--- config.mk ---
export PLATFORM = sky130hd
export DESIGN_NAME = sprite_player_flat
export DESIGN_NICKNAME = d
export VERILOG_FILES = /design/src/rtl/sprite_player_pkg.sv /design/src/rtl/sprite_player_if.sv /design/src/rtl/sprite_player_addr_gen.sv /design/src/rtl/sprite_player.sv /design/src/flat_wrapper.sv
export SDC_FILE = /design/constraint.sdc
export NUM_CORES = 1
export LEC_CHECK = 0
export ABC_AREA = 1
export ABC_CLOCK_PERIOD_IN_PS = 13600
export CAP_MARGIN = 20
export CORE_MARGIN = 2
export CORE_UTILIZATION = 50
export CTS_BUF_LIST = sky130_fd_sc_hd__clkbuf_16
export CTS_CLUSTER_SIZE = 30
export DETAILED_ROUTE_END_ITERATION = 8
export PLACE_DENSITY = 0.75
export SLEW_MARGIN = 5
export SYNTH_ARGS = -nofsm -noshare
export SYNTH_HDL_FRONTEND = slang
export SYNTH_SLANG_ARGS = --single-unit
--- constraint.sdc ---
create_clock -name clk_vga -period 13.6 [get_ports clk_vga]
set_input_delay 4.08 -clock clk_vga [delete_from_list [all_inputs] [get_ports clk_vga]]
set_output_delay 4.08 -clock clk_vga [all_outputs]
set_load 0.01 [all_outputs]
--- src/rtl/sprite_player_pkg.sv ---
// Shared constants and types for the sprite engine: direction bit indices,
// FSM state encodings and default display geometry.
package sprite_player_pkg;

    localparam int DIR_UP    = 3;
    localparam int DIR_DOWN  = 2;
    localparam int DIR_LEFT  = 1;
    localparam int DIR_RIGHT = 0;

    localparam int H_DISP = 640;
    localparam int V_DISP = 480;

    typedef enum logic [1:0] {
        ST_ALIVE  = 2'd0,
        ST_INVINC = 2'd1,
        ST_DEAD   = 2'd2
    } state_e;

endpackage

--- src/rtl/sprite_player_if.sv ---
// Pixel request / sprite ROM / compositor bus of a sprite engine.
// The master side is the sprite engine, the slave side is the ROM plus compositor.
interface sprite_player_if #(
    parameter int X_W    = 10,
    parameter int Y_W    = 10,
    parameter int ADDR_W = 14,
    parameter int GRAY_W = 4
);
    logic [X_W-1:0]      req_x_addr_i;
    logic [Y_W-1:0]      req_y_addr_i;
    logic                rom_rd_o;
    logic [ADDR_W-1:0]   rom_addr_o;
    logic [GRAY_W:0]     rom_data_i;
    logic [3*GRAY_W-1:0] vga_rgb_o;
    logic                vga_alpha_o;

    modport master (
        input  req_x_addr_i, req_y_addr_i, rom_data_i,
        output rom_rd_o, rom_addr_o, vga_rgb_o, vga_alpha_o
    );

    modport slave (
        output req_x_addr_i, req_y_addr_i, rom_data_i,
        input  rom_rd_o, rom_addr_o, vga_rgb_o, vga_alpha_o
    );
endinterface

--- src/rtl/sprite_player_addr_gen.sv ---
// sprite_addr_gen: sprite area test, ROM offset address and the 1-cycle in_area
// alignment flop matching a registered ROM. Reusable by any rectangular sprite.
module sprite_addr_gen #(
    parameter int X_W    = 10,
    parameter int Y_W    = 10,
    parameter int SPR_W  = 102,
    parameter int SPR_H  = 126,
    parameter int ADDR_W = 14
) (
    input  logic              clk_vga,
    input  logic              rst_n,
    input  logic              en_i,
    input  logic              visible_i,
    input  logic [X_W-1:0]    x_pos_i,
    input  logic [Y_W-1:0]    y_pos_i,
    input  logic [X_W-1:0]    req_x_i,
    input  logic [Y_W-1:0]    req_y_i,
    output logic              rom_rd_o,
    output logic [ADDR_W-1:0] rom_addr_o,
    output logic              in_area_q_o
);

    logic [X_W:0]      x_lo, x_hi, rx;
    logic [Y_W:0]      y_lo, y_hi, ry;
    logic [X_W-1:0]    dx;
    logic [Y_W-1:0]    dy;
    logic              in_area;
    logic              in_area_d, in_area_q;

    // One extra bit so x_pos+SPR_W near the right edge cannot wrap.
    assign rx   = {1'b0, req_x_i};
    assign ry   = {1'b0, req_y_i};
    assign x_lo = {1'b0, x_pos_i};
    assign y_lo = {1'b0, y_pos_i};
    assign x_hi = x_lo + (X_W+1)'(SPR_W);
    assign y_hi = y_lo + (Y_W+1)'(SPR_H);

    assign in_area = en_i && visible_i &&
                     (rx >= x_lo) && (rx < x_hi) &&
                     (ry >= y_lo) && (ry < y_hi);

    assign dx = req_x_i - x_pos_i;
    assign dy = req_y_i - y_pos_i;

    always_comb begin
        rom_rd_o   = in_area;
        rom_addr_o = '0;
        if (in_area) begin
            rom_addr_o = ADDR_W'(dy) * ADDR_W'(SPR_W) + ADDR_W'(dx);
        end
    end

    assign in_area_d = in_area;

    always_ff @(posedge clk_vga or negedge rst_n) begin
        if (!rst_n) begin
            in_area_q <= 1'b0;
        end else begin
            in_area_q <= in_area_d;
        end
    end

    assign in_area_q_o = in_area_q;

endmodule

--- src/rtl/sprite_player.sv ---
// Player sprite engine: position with 8-way clamped movement, hit/lives/invincibility
// FSM and a 1-cycle-latency pixel stream from an external ROM. Optional: SPRITE_BLINK_EN.
//
// state     | meaning
// ST_ALIVE  | normal play; moves on frame ticks, a hit costs a life
// ST_INVINC | post-hit/revive grace period; moves, ignores hits, counts down inv_cnt
// ST_DEAD   | no lives left; hidden, frozen, waits for revive_i
module sprite_player #(
    parameter int X_W          = 10,
    parameter int Y_W          = 10,
    parameter int H_DISP       = sprite_player_pkg::H_DISP,
    parameter int V_DISP       = sprite_player_pkg::V_DISP,
    parameter int SPR_W        = 102,
    parameter int SPR_H        = 126,
    parameter int ADDR_W       = 14,
    parameter int GRAY_W       = 4,
    parameter int SPEED        = 5,
    parameter int INIT_X       = 269,
    parameter int INIT_Y       = 340,
    parameter int LIVES        = 3,
    parameter int INV_FRAMES   = 120,
    parameter int BLINK_FRAMES = 8
) (
    input  logic            clk_vga,
    input  logic            rst_n,
    input  logic            en_i,
    input  logic            frame_tick_i,
    input  logic [3:0]      dir_i,
    input  logic            hit_i,
    input  logic            revive_i,
    sprite_player_if.master bus,
    output logic [X_W-1:0]  x_pos_o,
    output logic [Y_W-1:0]  y_pos_o,
    output logic [3:0]      lives_o,
    output logic            invincible_o,
    output logic            dead_o
);
    import sprite_player_pkg::*;

    localparam int INV_W = (INV_FRAMES > 1) ? $clog2(INV_FRAMES + 1) : 1;

    localparam logic [X_W:0]     X_MAX  = (X_W+1)'(H_DISP - SPR_W);
    localparam logic [Y_W:0]     Y_MAX  = (Y_W+1)'(V_DISP - SPR_H);
    localparam logic [X_W:0]     SPD_X  = (X_W+1)'(SPEED);
    localparam logic [Y_W:0]     SPD_Y  = (Y_W+1)'(SPEED);
    localparam logic [X_W-1:0]   X_INIT = X_W'(INIT_X);
    localparam logic [Y_W-1:0]   Y_INIT = Y_W'(INIT_Y);
    localparam logic [3:0]       LIVES_INIT = 4'(LIVES);
    localparam logic [INV_W-1:0] INV_LOAD   = INV_W'(INV_FRAMES);

    state_e           state_q, state_d;
    logic [3:0]       lives_q, lives_d;
    logic [INV_W-1:0] inv_cnt_q, inv_cnt_d;
    logic [X_W-1:0]   x_q, x_d, x_step;
    logic [Y_W-1:0]   y_q, y_d, y_step;
    logic [X_W:0]     x_ext, x_sum;
    logic [Y_W:0]     y_ext, y_sum;
    logic             visible;
    logic             area_q;

    assign x_ext = {1'b0, x_q};
    assign y_ext = {1'b0, y_q};
    assign x_sum = x_ext + SPD_X;
    assign y_sum = y_ext + SPD_Y;

    // Opposite directions cancel; each axis saturates at its bound.
    always_comb begin
        x_step = x_q;
        if (dir_i[DIR_LEFT] && !dir_i[DIR_RIGHT]) begin
            x_step = (x_ext < SPD_X) ? '0 : X_W'(x_ext - SPD_X);
        end else if (dir_i[DIR_RIGHT] && !dir_i[DIR_LEFT]) begin
            x_step = (x_sum > X_MAX) ? X_W'(X_MAX) : X_W'(x_sum);
        end
    end

    always_comb begin
        y_step = y_q;
        if (dir_i[DIR_UP] && !dir_i[DIR_DOWN]) begin
            y_step = (y_ext < SPD_Y) ? '0 : Y_W'(y_ext - SPD_Y);
        end else if (dir_i[DIR_DOWN] && !dir_i[DIR_UP]) begin
            y_step = (y_sum > Y_MAX) ? Y_W'(Y_MAX) : Y_W'(y_sum);
        end
    end

    always_ff @(posedge clk_vga or negedge rst_n) begin
        if (!rst_n) begin
            state_q   <= ST_ALIVE;
            lives_q   <= LIVES_INIT;
            inv_cnt_q <= '0;
            x_q       <= X_INIT;
            y_q       <= Y_INIT;
        end else begin
            state_q   <= state_d;
            lives_q   <= lives_d;
            inv_cnt_q <= inv_cnt_d;
            x_q       <= x_d;
            y_q       <= y_d;
        end
    end

    always_comb begin
        state_d   = state_q;
        lives_d   = lives_q;
        inv_cnt_d = inv_cnt_q;
        x_d       = x_q;
        y_d       = y_q;
        if (en_i) begin
            if (frame_tick_i && (state_q != ST_DEAD)) begin
                x_d = x_step;
                y_d = y_step;
            end
            case (state_q)
                ST_ALIVE: begin
                    if (hit_i) begin
                        if (lives_q > 4'd1) begin
                            lives_d   = lives_q - 4'd1;
                            inv_cnt_d = INV_LOAD;
                            state_d   = ST_INVINC;
                        end else begin
                            lives_d = 4'd0;
                            state_d = ST_DEAD;
                        end
                    end
                end
                ST_INVINC: begin
                    if (frame_tick_i) begin
                        if (inv_cnt_q <= INV_W'(1)) begin
                            inv_cnt_d = '0;
                            state_d   = ST_ALIVE;
                        end else begin
                            inv_cnt_d = inv_cnt_q - INV_W'(1);
                        end
                    end
                end
                ST_DEAD: begin
                    if (revive_i) begin
                        lives_d   = LIVES_INIT;
                        x_d       = X_INIT;
                        y_d       = Y_INIT;
                        inv_cnt_d = INV_LOAD;
                        state_d   = ST_INVINC;
                    end
                end
                default: state_d = ST_ALIVE;
            endcase
        end
    end

`ifdef SPRITE_BLINK_EN
    localparam int BLK_W = (BLINK_FRAMES > 1) ? $clog2(BLINK_FRAMES) : 1;
    localparam logic [BLK_W-1:0] BLK_LOAD = BLK_W'(BLINK_FRAMES - 1);

    logic [BLK_W-1:0] blink_cnt_q, blink_cnt_d;
    logic             hidden_q, hidden_d;

    // Entering INVINC always restarts in the visible phase.
    always_comb begin
        blink_cnt_d = blink_cnt_q;
        hidden_d    = hidden_q;
        if (en_i) begin
            if ((state_d == ST_INVINC) && (state_q != ST_INVINC)) begin
                blink_cnt_d = BLK_LOAD;
                hidden_d    = 1'b0;
            end else if ((state_q == ST_INVINC) && frame_tick_i) begin
                if (blink_cnt_q == '0) begin
                    blink_cnt_d = BLK_LOAD;
                    hidden_d    = !hidden_q;
                end else begin
                    blink_cnt_d = blink_cnt_q - BLK_W'(1);
                end
            end
        end
    end

    always_ff @(posedge clk_vga or negedge rst_n) begin
        if (!rst_n) begin
            blink_cnt_q <= '0;
            hidden_q    <= 1'b0;
        end else begin
            blink_cnt_q <= blink_cnt_d;
            hidden_q    <= hidden_d;
        end
    end
`endif

    always_comb begin
        invincible_o = (state_q == ST_INVINC);
        dead_o       = (state_q == ST_DEAD);
`ifdef SPRITE_BLINK_EN
        visible      = (state_q != ST_DEAD) && !((state_q == ST_INVINC) && hidden_q);
`else
        visible      = (state_q != ST_DEAD);
`endif
        bus.vga_rgb_o   = '0;
        bus.vga_alpha_o = 1'b0;
        if (area_q) begin
            bus.vga_rgb_o   = {3{bus.rom_data_i[GRAY_W:1]}};
            bus.vga_alpha_o = bus.rom_data_i[0];
        end
    end

    sprite_addr_gen #(
        .X_W    (X_W),
        .Y_W    (Y_W),
        .SPR_W  (SPR_W),
        .SPR_H  (SPR_H),
        .ADDR_W (ADDR_W)
    ) u_addr_gen (
        .clk_vga     (clk_vga),
        .rst_n       (rst_n),
        .en_i        (en_i),
        .visible_i   (visible),
        .x_pos_i     (x_q),
        .y_pos_i     (y_q),
        .req_x_i     (bus.req_x_addr_i),
        .req_y_i     (bus.req_y_addr_i),
        .rom_rd_o    (bus.rom_rd_o),
        .rom_addr_o  (bus.rom_addr_o),
        .in_area_q_o (area_q)
    );

    assign x_pos_o = x_q;
    assign y_pos_o = y_q;
    assign lives_o = lives_q;

endmodule
--- src/flat_wrapper.sv ---
// flat-port wrapper written by rule: the top's interface ports become plain ports
module sprite_player_flat import sprite_player_pkg::*;
#(
    parameter int X_W          = 10,
    parameter int Y_W          = 10,
    parameter int H_DISP       = sprite_player_pkg::H_DISP,
    parameter int V_DISP       = sprite_player_pkg::V_DISP,
    parameter int SPR_W        = 102,
    parameter int SPR_H        = 126,
    parameter int ADDR_W       = 14,
    parameter int GRAY_W       = 4,
    parameter int SPEED        = 5,
    parameter int INIT_X       = 269,
    parameter int INIT_Y       = 340,
    parameter int LIVES        = 3,
    parameter int INV_FRAMES   = 120,
    parameter int BLINK_FRAMES = 8
)
  (clk_vga, rst_n, en_i, frame_tick_i, dir_i, hit_i, revive_i, x_pos_o, y_pos_o, lives_o, invincible_o, dead_o, bus_req_x_addr_i, bus_req_y_addr_i, bus_rom_data_i, bus_rom_rd_o, bus_rom_addr_o, bus_vga_rgb_o, bus_vga_alpha_o);
  sprite_player_if #(.X_W(X_W), .Y_W(Y_W), .ADDR_W(ADDR_W), .GRAY_W(GRAY_W)) bus_i ();
  input  logic clk_vga;
  input  logic rst_n;
  input  logic en_i;
  input  logic frame_tick_i;
  input  logic [3:0] dir_i;
  input  logic hit_i;
  input  logic revive_i;
  output logic [X_W-1:0] x_pos_o;
  output logic [Y_W-1:0] y_pos_o;
  output logic [3:0] lives_o;
  output logic invincible_o;
  output logic dead_o;
  input wire logic [$bits(bus_i.req_x_addr_i)-1:0] bus_req_x_addr_i;
  input wire logic [$bits(bus_i.req_y_addr_i)-1:0] bus_req_y_addr_i;
  input wire logic [$bits(bus_i.rom_data_i)-1:0] bus_rom_data_i;
  output wire logic [$bits(bus_i.rom_rd_o)-1:0] bus_rom_rd_o;
  output wire logic [$bits(bus_i.rom_addr_o)-1:0] bus_rom_addr_o;
  output wire logic [$bits(bus_i.vga_rgb_o)-1:0] bus_vga_rgb_o;
  output wire logic [$bits(bus_i.vga_alpha_o)-1:0] bus_vga_alpha_o;
  assign bus_i.req_x_addr_i = bus_req_x_addr_i;
  assign bus_i.req_y_addr_i = bus_req_y_addr_i;
  assign bus_i.rom_data_i = bus_rom_data_i;
  assign bus_rom_rd_o = bus_i.rom_rd_o;
  assign bus_rom_addr_o = bus_i.rom_addr_o;
  assign bus_vga_rgb_o = bus_i.vga_rgb_o;
  assign bus_vga_alpha_o = bus_i.vga_alpha_o;
  sprite_player #(.X_W(X_W), .Y_W(Y_W), .H_DISP(H_DISP), .V_DISP(V_DISP), .SPR_W(SPR_W), .SPR_H(SPR_H), .ADDR_W(ADDR_W), .GRAY_W(GRAY_W), .SPEED(SPEED), .INIT_X(INIT_X), .INIT_Y(INIT_Y), .LIVES(LIVES), .INV_FRAMES(INV_FRAMES), .BLINK_FRAMES(BLINK_FRAMES)) u_core (.clk_vga(clk_vga), .rst_n(rst_n), .en_i(en_i), .frame_tick_i(frame_tick_i), .dir_i(dir_i), .hit_i(hit_i), .revive_i(revive_i), .bus(bus_i), .x_pos_o(x_pos_o), .y_pos_o(y_pos_o), .lives_o(lives_o), .invincible_o(invincible_o), .dead_o(dead_o));
endmodule
==> flow_metrics.py, run 1 <==
metrics = {
    "synthesis": {
        "syn_avg_cell_area_um2": 6.73,
        "synth_area_um2": 6450,
        "synth_top_area_share_pct": 17.3,
        "synth_top_area_cell": "ha_1",
        "yosys_warnings": 0,
        "ys_seq_area_share_pct": 13.4,
        "synth_async_sr_flop_share_pct": 100,
        "ys.flop_type": "dfrtp_1",
        "ys_ff_latch": 34,
        "synth_enable_flop_cells": 0,
        "netlist_instances": 958,
        "ys_types": 51,
        "syn_nets": 1097,
        "ys_top_cells_by_area": "ha_1, nand2_1, dfrtp_1",
    },
    "cts": {
        "cts_made_buffers": 5,
        "cts_max_level": 2,
        "clk_pin_slew_ns": 0.05,
        "clock-sinks": 34,
        "cts_tree": "yes",
        "clkLatencyLatePin_ns": 0.28,
        "holdBufCountCts": 0,
        "root_buffer": "clkbuf_16",
        "clockBufferDepth": 2,
    },
    "routing": {
        "first_pass_iters": 6,
        "num_vias": 6530,
        "avgRoutedWirePerCell_um": 13.7,
        "drcViolationCount": 0,
        "viasPerCell": 5.24,
        "routed_wl_mm": 17.0,
        "drt-initial-drc-count": 512,
        "drtAntennaViolNets": 0,
    },
    "worst_setup_path": {
        "crit_path_frequent_cell": "inv_1",
        "cp_max_fo": 3,
        "reg2regPathDepth": 15,
        "r2r-start": "u_core.x_pos_o[1]",
        "critPathRequiredTime_ns": 9.52,
        "path_class": "primary input to primary output",
        "max_stage_delay_ns": 0.51,
        "crit_slowest_cell": "fa_1",
        "startpoint": "bus_req_y_addr_i[0]",
        "crit_path_end_kind": "primary output",
        "crit_cells": 30,
        "critical_path.startpoint_type": "primary input",
        "worstPathArrival_ns": 9.22,
        "crit_buf_inv": 11,
        "crit_family": "adder cells",
    },
    "sta": {
        "slew_viol_final": 0,
        "setup_violations": 0,
        "skew_ns": 0.00596,
        "setup_tns_ns": 0,
        "min_period_ns": 13.30,
        "slew_headroom_pct": 48.7,
        "tightestPinTransition_ns": 0.770,
        "period_share_pct": 97.8,
        "hold_viol": 0,
        "fmax_mhz": 75.2,
    },
    "floorplan": {
        "die_w_um": 118,
        "initial_core_util_pct": 51.1,
        "die-height_um": 118,
        "core_area_um2": 12600,
        "die_area_um2": 13800,
        "fp-row-count": 41,
        "pin_count": 89,
    },
    "cells_and_area": {
        "drive_gt1_share_pct": 14.9,
        "final_nets": 1212,
        "area_growth_pct": 23.4,
        "antenna_cells": 0,
        "final_core_util_pct": 63.0,
    },
    "placed_design": {
        "port_buffers": 88,
        "gp_congestion": 0.944,
        "dp_hpwl_mm": 13.7,
    },
    "global_routing": {
        "grt_usage_pct": 24.3,
        "antenna_found_initial": 0,
        "first_global_vias": 6156,
        "grt_pass1_wl_mm": 28.6,
        "grt.overflow.total": 0,
        "grt_max_degree": 35,
    },
    "min_path": {
        "min_path_type": "flip-flop to flip-flop",
        "hold_depth": 1,
        "hp-start": "u_core.inv_cnt_q[0]",
    },
    "run_status": {
        "status": "completed",
    },
    "job": {
        "drv_cap": 0,
    },
}
==> cell families (layout without fill, tap and decap cells) <==
logic type / after synthesis / in the layout / synth area share, %
xor+xnor: 66 / 66 / 9.08
buf+inv: 177 / 293 / 11.7
compound gates: 163 / 163 / 14.8
simple gates: 413 / 413 / 28.9
mux: 1 / 1 / 0.155
fa+ha+maj: 104 / 104 / 21.9
flops: 34 / 34 / 13.4
==> Yosys cell counts (4+ instances only) <==
cell type / n
dfstp_2: 10
fa_1: 15
inv_2: 12
a31oi_1: 7
nand2_1: 210
xor2_1: 45
nor2_1: 77
buf_2: 4
nand3_2: 4
a21oi_2: 4
nand2_2: 9
o21ai_1: 9
nand4_1: 10
xnor2_1: 20
o21ai_0: 35
nor2_2: 22
nand2_4: 4
o21ai_2: 5
nor2_4: 4
nand3_1: 57
buf_6: 4
dfrtp_1: 24
buf_4: 13
inv_1: 139
nor3_1: 7
a21oi_1: 76
ha_1: 89
==> layer usage <==
layer  wire [µm]  track usage, %  up-vias
li1            -               -     3320
met1        7700            31.9     2972
met2        8140            42.5      209
met3         917            3.20       29
met4         259            5.42        0
met5           0               0        -
==> final cells by class <==
type                    instances  area [µm²]
multi-input cells             747        4960
fillers                      1186        4660
repair buffers                132        1200
flip-flops and latches         34         863
inverters                     153         579
well taps                     172         215
clock buffers                   5         125
clock inverters                 3        11.3
==> through the flow <==
stage                     worst slack, ns  area (µm²)  std cells  hold slack [ns]
final                               0.304        7960       1246            0.520
after global routing              -0.0256        7960       1246            0.541
after CTS                         0.00746        7830       1245            0.524
after detailed placement           -0.340        7670       1235            0.518
after global placement             -0.186        7670       1235            0.496
after floorplan                     0.785        6450        958            0.478
==> final timing paths <==
kind | endpoint | slack (ns)
min | u_core.inv_cnt_q[0] | 0.52
max in group asynchronous | u_core.x_pos_o[1] | 9.23
max reg2reg | u_core.u_addr_gen.in_area_q_o | 10.55
min reg2reg | u_core.inv_cnt_q[0] | 0.52
min in group asynchronous | u_core.inv_cnt_q[0] | 3.87
max | bus_rom_addr_o[11] | 0.30
==> placed cells by master, fill, tap and decap left out, types with 4 or more instances in the layout <==
cell type,n
ha_4,5
ha_1,83
o21ai_2,8
nand2_4,4
inv_2,13
xor2_1,44
a21oi_1,70
nor3_1,6
nand3_1,57
nor2_4,5
a21oi_2,10
nand2_2,9
xnor2_1,19
dfrtp_1,24
a31oi_1,7
nand2_1,210
nand3_2,4
o21ai_1,8
nor2_2,22
fa_1,14
nand4_1,10
dfstp_2,10
inv_1,138
o21ai_0,33
buf_4,44
nor2_1,76
clkbuf_16,5
clkdlybuf4s50_1,81
==> flip-flops by register name, indices dropped and copies added (netlist names) <==
name,cells
u_core.inv_cnt_q,7
u_core.state_q,2
u_core.lives_o,4
u_core.u_addr_gen.in_area_q_o,1
u_core.y_pos_o,10
u_core.x_pos_o,10
==> what timing repair did <==
| action | CTS | global route |
|---|---|---|
| endpoints found under the setup margin | 4 | 6 |
| buffers inserted | 2 | 1 |
| pin swaps | 1 | 8 |
| gates resized for setup | 7 | 32 |
| endpoints found under the hold margin | 0 | 0 |
==> worst register-to-register path: stages, from the launching register on <==
cell     delay, ns
dfrtp_1       0.51
inv_1         0.27
ha_1          0.30
or2_2         0.33
xor2_1        0.16
ha_1          0.28
nand2_1       0.06
or2_2         0.29
nand3_1       0.07
nand3_1       0.07
nand2_1       0.06
nand2_1       0.05
nand2_1       0.06
nand2_1       0.12
nand4_4       0.24
inv_2         0.08
Power of run 1 is not shown: default switching activity piles up to over one toggle a cycle in this logic, so the estimate is an artifact.
==> run 2: changes to the inputs <==
REMOVE_ABC_BUFFERS = 1   (was unset)
==> run 2 against run 1 <==
Compared with the run above: critical path depth down 3; global-route usage down 0.59 points; clock-buffer cell count unchanged; final cell count up 0.24%; maximum frequency about the same; register-to-register slack better by 0.06 ns; non-clock buffer count up 3; sequential cell count unchanged; first-iteration DRC count down 9.4%; die area unchanged; cell area up 0.33%; utilization up 0.21 points.
==> flow_metrics.py, run 2 (synthesized netlist as in run 1, its figures left out) <==
metrics = {
    "placed_design": {
        "dp_hpwl_mm": 13.6,
        "gp_congestion": 0.930,
        "placed_area_um2": 7710,
        "port_buffers": 88,
        "post-place-cells": 1239,
    },
    "routing": {
        "drtAntennaViolNets": 0,
        "routed_wl_mm": 16.6,
        "viasPerCell": 5.12,
        "drt-initial-drc-count": 464,
        "first_pass_iters": 5,
        "avgRoutedWirePerCell_um": 13.3,
        "num_vias": 6394,
        "drcViolationCount": 0,
    },
    "worst_setup_path": {
        "rr_endpoint": "u_core.u_addr_gen.in_area_q_o",
        "crit_path_end": "bus_rom_addr_o[11]",
        "worstPathArrival_ns": 9.21,
        "crit_path_frequent_cell": "inv_1",
        "ff2ff_setup_slack_ns": 10.61,
        "crit_slowest_cell": "fa_1",
        "path_class": "primary input to primary output",
        "r2r-start": "u_core.x_pos_o[1]",
        "reg2regPathDepth": 15,
        "crit_buf_inv": 8,
        "cp_max_fo": 4,
        "crit_path_end_kind": "primary output",
        "crit_family": "adder cells",
        "critPathRequiredTime_ns": 9.52,
        "max_stage_delay_ns": 0.52,
        "startpoint": "bus_req_y_addr_i[4]",
        "critical_path.startpoint_type": "primary input",
        "crit_cells": 27,
    },
    "cells_and_area": {
        "final_nets": 1215,
        "stdcell_area_um2": 7980,
        "fillers": 1191,
        "area_growth_pct": 23.8,
        "antenna_cells": 0,
        "layout_common_cells": "nand2_1, inv_1, ha_1",
        "stdcell_count": 1249,
        "drive_gt1_share_pct": 15.0,
        "final_core_util_pct": 63.2,
        "final_common_cell": "nand2_1",
    },
    "sta": {
        "slew_headroom_pct": 62.2,
        "slew_viol_final": 0,
        "skew_ns": 0.00545,
        "tightestPinTransition_ns": 0.563,
        "setup_violations": 0,
        "hold_viol": 0,
        "fmax_mhz": 75.2,
        "holdWs_ns": 0.520,
        "period_share_pct": 97.7,
        "min_period_ns": 13.29,
    },
    "min_path": {
        "hold_depth": 1,
        "min_path_type": "flip-flop to flip-flop",
    },
    "global_routing": {
        "antenna_found_initial": 0,
        "grt.overflow.total": 0,
        "grt_usage_pct": 23.7,
        "grt_max_degree": 35,
        "first_global_vias": 6062,
        "grt_pass1_wl_mm": 27.8,
    },
    "floorplan": {
        "pin_count": 89,
        "die-height_um": 118,
        "core_area_um2": 12600,
        "die_w_um": 118,
        "die_area_um2": 13800,
        "fp-row-count": 41,
        "initial_core_util_pct": 51.1,
    },
    "job": {
        "drv_cap": 0,
    },
    "cts": {
        "clkLatencyLatePin_ns": 0.28,
        "cts_max_level": 2,
        "clockBufferDepth": 2,
        "cts_made_buffers": 5,
        "clock-sinks": 34,
        "root_buffer": "clkbuf_16",
        "cts_tree": "yes",
        "clk_pin_slew_ns": 0.05,
    },
    "run_status": {
        "status": "completed",
    },
}
run 2: cell count changes in the layout (fill, tap and decap cells not counted), sizes merged:
cell and change:
buf +2, clkdlybuf4s15 -1, clkdlybuf4s50 +1, clkinv -3, dlygate4sd2 +1, inv +3
run 2: stage by stage:
step | worst slack, ns | setup TNS, ns
6_report | 0.309 | 0
2_1_floorplan | 0.785 | 0
5_1_grt | -0.0271 | -0.0479
3_5_place_dp | -0.393 | -1.26
4_1_cts | 0.0641 | 0
3_3_place_gp | -0.214 | -0.573
run 2: repair_timing:
| action | 4_1_cts | 5_1_grt |
|---|---|---|
| pin swaps | 1 | 12 |
| setup endpoints to repair | 4 | 6 |
| gates resized for setup | 13 | 26 |
| setup buffers | 0 | 2 |
| endpoints found under the hold margin | 0 | 0 |
| hold buffers | 0 | 0 |
run 2: cell type report:
type | instances | area, µm² | area share (%)
timing repair buffer | 135 | 1220 | 15.3
clock buffer | 5 | 125 | 1.57
inverter | 153 | 579 | 7.26
clock inverter | 3 | 11.3 | 0.141
sequential | 34 | 863 | 10.8
tap | 172 | 215 | 2.70
multi-input combinational | 747 | 4960 | 62.2
run 2: worst min path at each step:
stage / slack, ns / start / end
finish: 0.52 / u_core.inv_cnt_q[0] / u_core.inv_cnt_q[0]
global route: 0.56 / u_core.inv_cnt_q[0] / u_core.inv_cnt_q[0]
CTS: 0.53 / u_core.inv_cnt_q[0] / u_core.inv_cnt_q[0]
detailed placement: 0.52 / u_core.inv_cnt_q[0] / u_core.inv_cnt_q[0]
global placement: 0.49 / u_core.inv_cnt_q[0] / u_core.inv_cnt_q[0]
floorplan: 0.48 / u_core.inv_cnt_q[0] / u_core.inv_cnt_q[0]
run 2: routing by layer:
metal | global-route usage, % | up-vias | share of wire (%)
li1 | - | 3332 | -
met1 | 32.4 | 2901 | 47
met2 | 40.3 | 144 | 47
met3 | 2.71 | 17 | 4.3
met4 | 5.20 | 0 | 1.2
met5 | 0 | - | 0
Power of run 2 is left out for the same reason.
